File: src/rtl/mole_hit_detector_pkg.sv
`default_nettype none
// ============================================================================
// Module      : whack_pkg
// Description : Shared constants and BCD score helpers for the mole hit
//               detector (mole count, score ceiling, saturating increment,
//               floored decrement).
// Revision    : 1.0 - initial release
// ============================================================================
package whack_pkg;

    localparam int          NUM_MOLES = 4;
    localparam logic [7:0]  BCD_MAX   = 8'h99;

    // Two-digit BCD increment that sticks at 99 instead of wrapping.
    function automatic logic [7:0] bcd_inc(input logic [7:0] v);
        logic [7:0] r;
        if (v >= BCD_MAX) begin
            r = BCD_MAX;
        end else if (v[3:0] == 4'd9) begin
            r = {v[7:4] + 4'd1, 4'd0};
        end else begin
            r = {v[7:4], v[3:0] + 4'd1};
        end
        return r;
    endfunction

    // Two-digit BCD decrement that sticks at 00 instead of wrapping.
    function automatic logic [7:0] bcd_dec(input logic [7:0] v);
        logic [7:0] r;
        if (v == 8'h00) begin
            r = 8'h00;
        end else if (v[3:0] == 4'd0) begin
            r = {v[7:4] - 4'd1, 4'd9};
        end else begin
            r = {v[7:4], v[3:0] - 4'd1};
        end
        return r;
    endfunction

endpackage : whack_pkg
`default_nettype wire

File: src/rtl/mole_hit_detector_if.sv
`default_nettype none
// ============================================================================
// Module      : mole_hit_detector_if
// Description : Bundle between the game side and the mole hit detector.
//               master : drives raw buttons, mole pattern, enable, score clear
//                        and observes the detector outputs.
//               slave  : the detector itself.
//   button    [3:0] raw push buttons (1 = pressed)
//   color     [3:0] current mole pattern (1 = mole up)
//   enable          game active
//   score_clr       synchronous score clear
//   btn_level [3:0] debounced button levels
//   hit_pulse       one-cycle: at least one hit
//   miss_pulse      one-cycle: at least one miss
//   whack_clr [3:0] one-cycle per-mole drop strobe
//   score_bcd [7:0] two-digit BCD hit score
// Revision    : 1.0 - initial release
// ============================================================================
interface mole_hit_detector_if;
    import whack_pkg::*;

    logic [NUM_MOLES-1:0] button;
    logic [NUM_MOLES-1:0] color;
    logic                 enable;
    logic                 score_clr;
    logic [NUM_MOLES-1:0] btn_level;
    logic                 hit_pulse;
    logic                 miss_pulse;
    logic [NUM_MOLES-1:0] whack_clr;
    logic [7:0]           score_bcd;

    modport master (
        output button, color, enable, score_clr,
        input  btn_level, hit_pulse, miss_pulse, whack_clr, score_bcd
    );

    modport slave (
        input  button, color, enable, score_clr,
        output btn_level, hit_pulse, miss_pulse, whack_clr, score_bcd
    );

endinterface : mole_hit_detector_if
`default_nettype wire

File: src/rtl/mole_hit_detector_debounce.sv
`default_nettype none
// ============================================================================
// Module      : button_debounce
// Description : One button channel: 2-flop synchroniser followed by a
//               stability counter. The debounced level only follows the
//               synchronised input after it has differed for DB_CYCLES
//               consecutive cycles.
//   clk, rst_n : clock, asynchronous active-low reset
//   button     : raw asynchronous button input
//   level      : debounced level
// Revision    : 1.0 - initial release
// ============================================================================
module button_debounce #(
    parameter int DB_CYCLES = 50000,
    parameter int DB_CNT_W  = 16
) (
    input  logic clk,
    input  logic rst_n,
    input  logic button,
    output logic level
);

    localparam logic [DB_CNT_W-1:0] CNT_LAST = DB_CNT_W'(DB_CYCLES - 1);

    logic                sync1_q, sync1_d;
    logic                bs_q, bs_d;
    logic                stable_q, stable_d;
    logic [DB_CNT_W-1:0] cnt_q, cnt_d;

    always_comb begin
        sync1_d  = button;
        bs_d     = sync1_q;
        stable_d = stable_q;
        cnt_d    = cnt_q;
        if (bs_q == stable_q) begin
            cnt_d = '0;
        end else if (cnt_q == CNT_LAST) begin
            // Differed for DB_CYCLES consecutive evaluations: accept.
            stable_d = bs_q;
            cnt_d    = '0;
        end else begin
            cnt_d = cnt_q + 1'b1;
        end
    end

    always_ff @(posedge clk or negedge rst_n) begin
        if (!rst_n) begin
            sync1_q  <= 1'b0;
            bs_q     <= 1'b0;
            stable_q <= 1'b0;
            cnt_q    <= '0;
        end else begin
            sync1_q  <= sync1_d;
            bs_q     <= bs_d;
            stable_q <= stable_d;
            cnt_q    <= cnt_d;
        end
    end

    assign level = stable_q;

endmodule : button_debounce
`default_nettype wire

File: src/rtl/mole_hit_detector.sv
`default_nettype none
// ============================================================================
// Module      : mole_hit_detector
// Description : Debounces the four player buttons, turns debounced rising
//               edges into hit/miss classifications against the current
//               mole pattern, and keeps a saturating two-digit BCD score.
//   clk    : system clock
//   rst_n  : asynchronous active-low reset
//   bus    : mole_hit_detector_if.slave (buttons, pattern, enable,
//            score clear in; levels, pulses, strobes, score out)
// Optional : define MISS_PENALTY_EN to subtract one point per miss cycle
//            (floored at 00; a cycle with both hit and miss nets zero).
// Revision    : 1.0 - initial release
// ============================================================================
module mole_hit_detector
    import whack_pkg::*;
#(
    parameter int DB_CYCLES = 50000,
    parameter int DB_CNT_W  = 16
) (
    input  logic                  clk,
    input  logic                  rst_n,
    mole_hit_detector_if.slave    bus
);

    logic [NUM_MOLES-1:0] w_level;

    logic [NUM_MOLES-1:0] stable_dly_q, stable_dly_d;
    logic [NUM_MOLES-1:0] press_q, press_d;
    logic [NUM_MOLES-1:0] whack_q, whack_d;
    logic                 hit_q, hit_d;
    logic                 miss_q, miss_d;
    logic [7:0]           score_q, score_d;

    for (genvar gi = 0; gi < NUM_MOLES; gi++) begin : g_chan
        button_debounce #(
            .DB_CYCLES (DB_CYCLES),
            .DB_CNT_W  (DB_CNT_W)
        ) u_db (
            .clk    (clk),
            .rst_n  (rst_n),
            .button (bus.button[gi]),
            .level  (w_level[gi])
        );
    end

    always_comb begin
        stable_dly_d = w_level;
        // Rising edges only; releases never generate an event.
        press_d      = w_level & ~stable_dly_q;
        whack_d      = press_q & {NUM_MOLES{bus.enable}} &  bus.color;
        hit_d        = |whack_d;
        miss_d       = |(press_q & {NUM_MOLES{bus.enable}} & ~bus.color);

        // Score follows the registered pulses; clear wins over everything.
        score_d = score_q;
        if (bus.score_clr) begin
            score_d = 8'h00;
        end else begin
`ifdef MISS_PENALTY_EN
            if (hit_q && !miss_q) begin
                score_d = bcd_inc(score_q);
            end else if (miss_q && !hit_q) begin
                score_d = bcd_dec(score_q);
            end
`else
            if (hit_q) begin
                score_d = bcd_inc(score_q);
            end
`endif
        end
    end

    always_ff @(posedge clk or negedge rst_n) begin
        if (!rst_n) begin
            stable_dly_q <= '0;
            press_q      <= '0;
            whack_q      <= '0;
            hit_q        <= 1'b0;
            miss_q       <= 1'b0;
            score_q      <= 8'h00;
        end else begin
            stable_dly_q <= stable_dly_d;
            press_q      <= press_d;
            whack_q      <= whack_d;
            hit_q        <= hit_d;
            miss_q       <= miss_d;
            score_q      <= score_d;
        end
    end

    assign bus.btn_level  = w_level;
    assign bus.hit_pulse  = hit_q;
    assign bus.miss_pulse = miss_q;
    assign bus.whack_clr  = whack_q;
    assign bus.score_bcd  = score_q;

endmodule : mole_hit_detector
`default_nettype wire

File: src/flat_wrapper.sv
// flat-port wrapper written by rule: the top's interface ports become plain ports
module mole_hit_detector_flat import whack_pkg::*;
#(
    parameter int DB_CYCLES = 50000,
    parameter int DB_CNT_W  = 16
)
  (clk, rst_n, bus_button, bus_color, bus_enable, bus_score_clr, bus_btn_level, bus_hit_pulse, bus_miss_pulse, bus_whack_clr, bus_score_bcd);
  mole_hit_detector_if bus_i ();
  input  logic clk;
  input  logic rst_n;
  input wire logic [$bits(bus_i.button)-1:0] bus_button;
  input wire logic [$bits(bus_i.color)-1:0] bus_color;
  input wire logic [$bits(bus_i.enable)-1:0] bus_enable;
  input wire logic [$bits(bus_i.score_clr)-1:0] bus_score_clr;
  output wire logic [$bits(bus_i.btn_level)-1:0] bus_btn_level;
  output wire logic [$bits(bus_i.hit_pulse)-1:0] bus_hit_pulse;
  output wire logic [$bits(bus_i.miss_pulse)-1:0] bus_miss_pulse;
  output wire logic [$bits(bus_i.whack_clr)-1:0] bus_whack_clr;
  output wire logic [$bits(bus_i.score_bcd)-1:0] bus_score_bcd;
  assign bus_i.button = bus_button;
  assign bus_i.color = bus_color;
  assign bus_i.enable = bus_enable;
  assign bus_i.score_clr = bus_score_clr;
  assign bus_btn_level = bus_i.btn_level;
  assign bus_hit_pulse = bus_i.hit_pulse;
  assign bus_miss_pulse = bus_i.miss_pulse;
  assign bus_whack_clr = bus_i.whack_clr;
  assign bus_score_bcd = bus_i.score_bcd;
  mole_hit_detector #(.DB_CYCLES(DB_CYCLES), .DB_CNT_W(DB_CNT_W)) u_core (.clk(clk), .rst_n(rst_n), .bus(bus_i));
endmodule
File: config.mk
export PLATFORM = sky130hd
export DESIGN_NAME = mole_hit_detector_flat
export DESIGN_NICKNAME = d
export VERILOG_FILES = /design/src/rtl/mole_hit_detector_pkg.sv /design/src/rtl/mole_hit_detector_if.sv /design/src/rtl/mole_hit_detector_debounce.sv /design/src/rtl/mole_hit_detector.sv /design/src/flat_wrapper.sv
export SDC_FILE = /design/constraint.sdc
export NUM_CORES = 1
export LEC_CHECK = 0
export CAP_MARGIN = 5
export CELL_PAD_IN_SITES_DETAIL_PLACEMENT = 1
export CELL_PAD_IN_SITES_GLOBAL_PLACEMENT = 1
export CORE_ASPECT_RATIO = 1.75
export CORE_MARGIN = 2
export CORE_UTILIZATION = 47
export DETAILED_ROUTE_END_ITERATION = 16
export GPL_TIMING_DRIVEN = 0
export HOLD_SLACK_MARGIN = 0.08
export PLACE_DENSITY_LB_ADDON = 0.1
export SYNTH_ARGS = -nofsm -noshare
export SYNTH_HDL_FRONTEND = slang
export SYNTH_SLANG_ARGS = --single-unit
File: constraint.sdc
create_clock -name clk -period 1.9 [get_ports clk]
set_input_delay 0.475 -clock clk [delete_from_list [all_inputs] [get_ports clk]]
set_output_delay 0.475 -clock clk [all_outputs]
set_load 0.1 [all_outputs]
==> reports/summary.txt <==
Syn Nets: 456
syn_area_per_cell: 10.4 µm²
Final Max Slew Viols: 0
power per cell area: 847 mW/mm²
mapped cell area: 0.00457 mm²
chip width: 78.6 µm
WP buf/inv: 1
Critical Path, Cell by Cell: clkdlybuf4s15_2
cell family with most CP delay: buffers and inverters
top cells by count, synth: dfrtp_1, nor2_1, xnor2_1, nand4_1, nand3_1
slowest stage cell on the critical path: clkdlybuf4s15_2
via count: 3383
setup violators final: 0
first-pass GRT wire length: 17500 µm
status: finished clean
Clock Tree Root: clkbuf_16
FF+latch area: 0.00246 mm²
Setup TNS: 0 ns
CP endpoint kind: output pin
total power: 4.62 mW
Slew headroom: 0.631
unrepaired setup endpoints after global routing: yes
DR iter-0 viols: 126
die area: 0.0106 mm²
most numerous cell in the Yosys netlist: dfrtp_1
synth top area cells: dfrtp_1, xnor2_1, nor2_1
path type of the worst setup path: reg -> out
minimum clock period: 1.86 ns
Worst Path Max Fanout: 10
Via density: 5.54
Antenna diodes: 0
H-tree levels: 3
Yosys top cell area share: 0.536
Max VDD drop: 1.04 mV
row count: 47
vias in the first global route: 3688
footprint of the multi-input gates: 0.00197 mm²
drc violations: 0
IO Count: 30
number of synthesized flops with an enable pin: 0
core area: 0.00947 mm²
Hold Vio Cnt, Final: 0
Clock transition at path regs: 0.06 ns
Total GRT Usage: 0.210
Filler cells: 1034
Clock Tree Buf Depth: 2
Least-Margin Pin Slew: 0.556 ns
Period Utilization, post-route: 0.978
Post-synth top flop: dfrtp_1
Final #Nets: 502
largest net degree at the start of global routing: 62
Async S/R FF share, synth: 1.00
antenna-violating nets left: 0
Max Fclk: 538 MHz
CTS tree: yes
Synth Register Bits: 98
worst hold path type: in -> async
dpl hpwl: 7080 µm
sequential-to-total area share from yosys stat: 0.536
worst reg-to-reg setup slack: 0.04 ns
unique cell type count in the Yosys netlist: 44
Fin Hold WS: 0.107 ns
total length of routed wires: 10200 µm
DR pass1 iterations: 4
slowest stage delay, CP: 0.58 ns
cell taking the most area after synthesis: dfrtp_1
IO buf count: 28
initial core utilization: 0.483
Chip Height: 134 µm
Worst setup SP type: flop
initial antenna violation count: 0
Max-Cap Viols: 0
worst setup slack after layout: 0.0419 ns
clock skew: 0.00570 ns
clk sinks: 98
area grow syn2layout: 19.4%
WP data arrival: 1.38 ns
Cells after Synth: 438
Lkg Pwr: 2.29 nW
Ys Warns: 0
Setup WS pre-CTS: -0.256 ns
critical path data required time: 1.42 ns
ratio of cells with drive above 1 in the final layout: 0.145
CTS Buf Count: 9
WL/cell: 16.7 µm
RD Place Congestion: 0.811
total gr overflow: 0
Skew-Pair Late Insertion Delay: 0.35 ns
-- cells in the final DEF (no fill, tap or decap), types with 3 or more instances in the layout --
cell type        instances
a21oi_1                  6
and3_1                  12
buf_2                    7
buf_4                   14
bufinv_16                4
clkbuf_1                 3
clkbuf_16                9
clkdlybuf4s15_2         12
clkdlybuf4s50_1          9
dfrtp_1                 93
dfrtp_2                  5
ha_1                     6
inv_1                   20
mux2_2                   4
nand2_1                 17
nand2b_1                 4
nand3_1                 22
nand4_1                 24
nor2_1                  74
nor2b_1                  5
nor3_1                  13
nor4_1                  19
nor4bb_1                 5
o21ai_0                  3
or4_1                    3
xnor2_1                 46
xor2_1                  13
-- flip-flops by register name (all words and copies together) (netlist names) --
name,cells
u_core.g_chan.u_db.bs_d,4
u_core.stable_dly_q,4
u_core.bus.miss_pulse,1
u_core.press_q,4
u_core.g_chan.u_db.level,4
u_core.bus.whack_clr,4
u_core.g_chan.u_db.cnt_q,64
u_core.bus.hit_pulse,1
u_core.bus.score_bcd,8
u_core.g_chan.u_db.bs_q,4
-- path summary, 6_finish.rpt --
check / cells past startpoint / to / startpoint
min reg2reg: 0 / u_core.g_chan[3].u_db.bs_q / u_core.g_chan[3].u_db.bs_d
min in group clk: 0 / u_core.g_chan[3].u_db.bs_q / u_core.g_chan[3].u_db.bs_d
max: 1 / bus_score_bcd[0] / u_core.bus.score_bcd[0]
max reg2reg: 5 / u_core.g_chan[1].u_db.cnt_q[13] / u_core.g_chan[1].u_db.cnt_q[12]
max in group asynchronous: 2 / u_core.bus.score_bcd[5] / rst_n
min: 1 / u_core.bus.score_bcd[2] / rst_n
-- kinds of logic after synthesis --
kind of cell / count (synthesis) / share of synthesized area
adders and majority gates: 6 / 0.0164
DFF: 98 / 0.536
buffers and inverters: 34 / 0.0350
AOI/OAI and AO/OA: 25 / 0.0479
xor gates and xnor gates: 59 / 0.113
muxes: 5 / 0.0120
and+or+nand+nor: 211 / 0.239
-- timing repair --
item                                    in CTS  in global routing
cloned                                       0                  0
pin swaps                                    2                  4
resized for setup                           65                  4
buffers inserted                             0                  8
hold buffers                                 0                  0
endpoints found under the setup margin      40                 43
-- per-stage QoR --
step                      cells   util  instance area, µm²
after floorplan             438      -                4580
after global placement      588  0.529                5010
after detailed placement    589  0.532                5040
after CTS                   604  0.570                5390
after global routing        611  0.577                5460
final                       611  0.577                5460
-- area by class of cell --
| cell class | instances | area share |
|---|---|---|
| multi-input cells | 306 | 0.361 |
| flip-flops and latches | 98 | 0.450 |
| inverters | 20 | 0.0137 |
| well taps | 122 | 0.0280 |
| plain buffers | 12 | 0.0142 |
| repair buffers | 37 | 0.0646 |
| clock buffers | 9 | 0.0412 |
| clock inverters | 7 | 0.0268 |
-- routing by layer --
| layer | GRT usage | part of all wire |
|---|---|---|
| met1 | 0.240 | 0.40 |
| met2 | 0.382 | 0.55 |
| met3 | 0.0354 | 0.028 |
| met4 | 0.0897 | 0.024 |
| met5 | 0 | 0 |
-- where the power goes --
group	switching, mW	leakage, nW	internal, mW	total (mW)
Clock	0.805	0.181	1.43	2.24
Sequential	0.0399	1.33	2.12	2.16
Combinational	0.149	0.782	0.0791	0.228
Total	0.993	2.29	3.63	4.62
No activity file was read; power rests on OpenSTA's default activity.
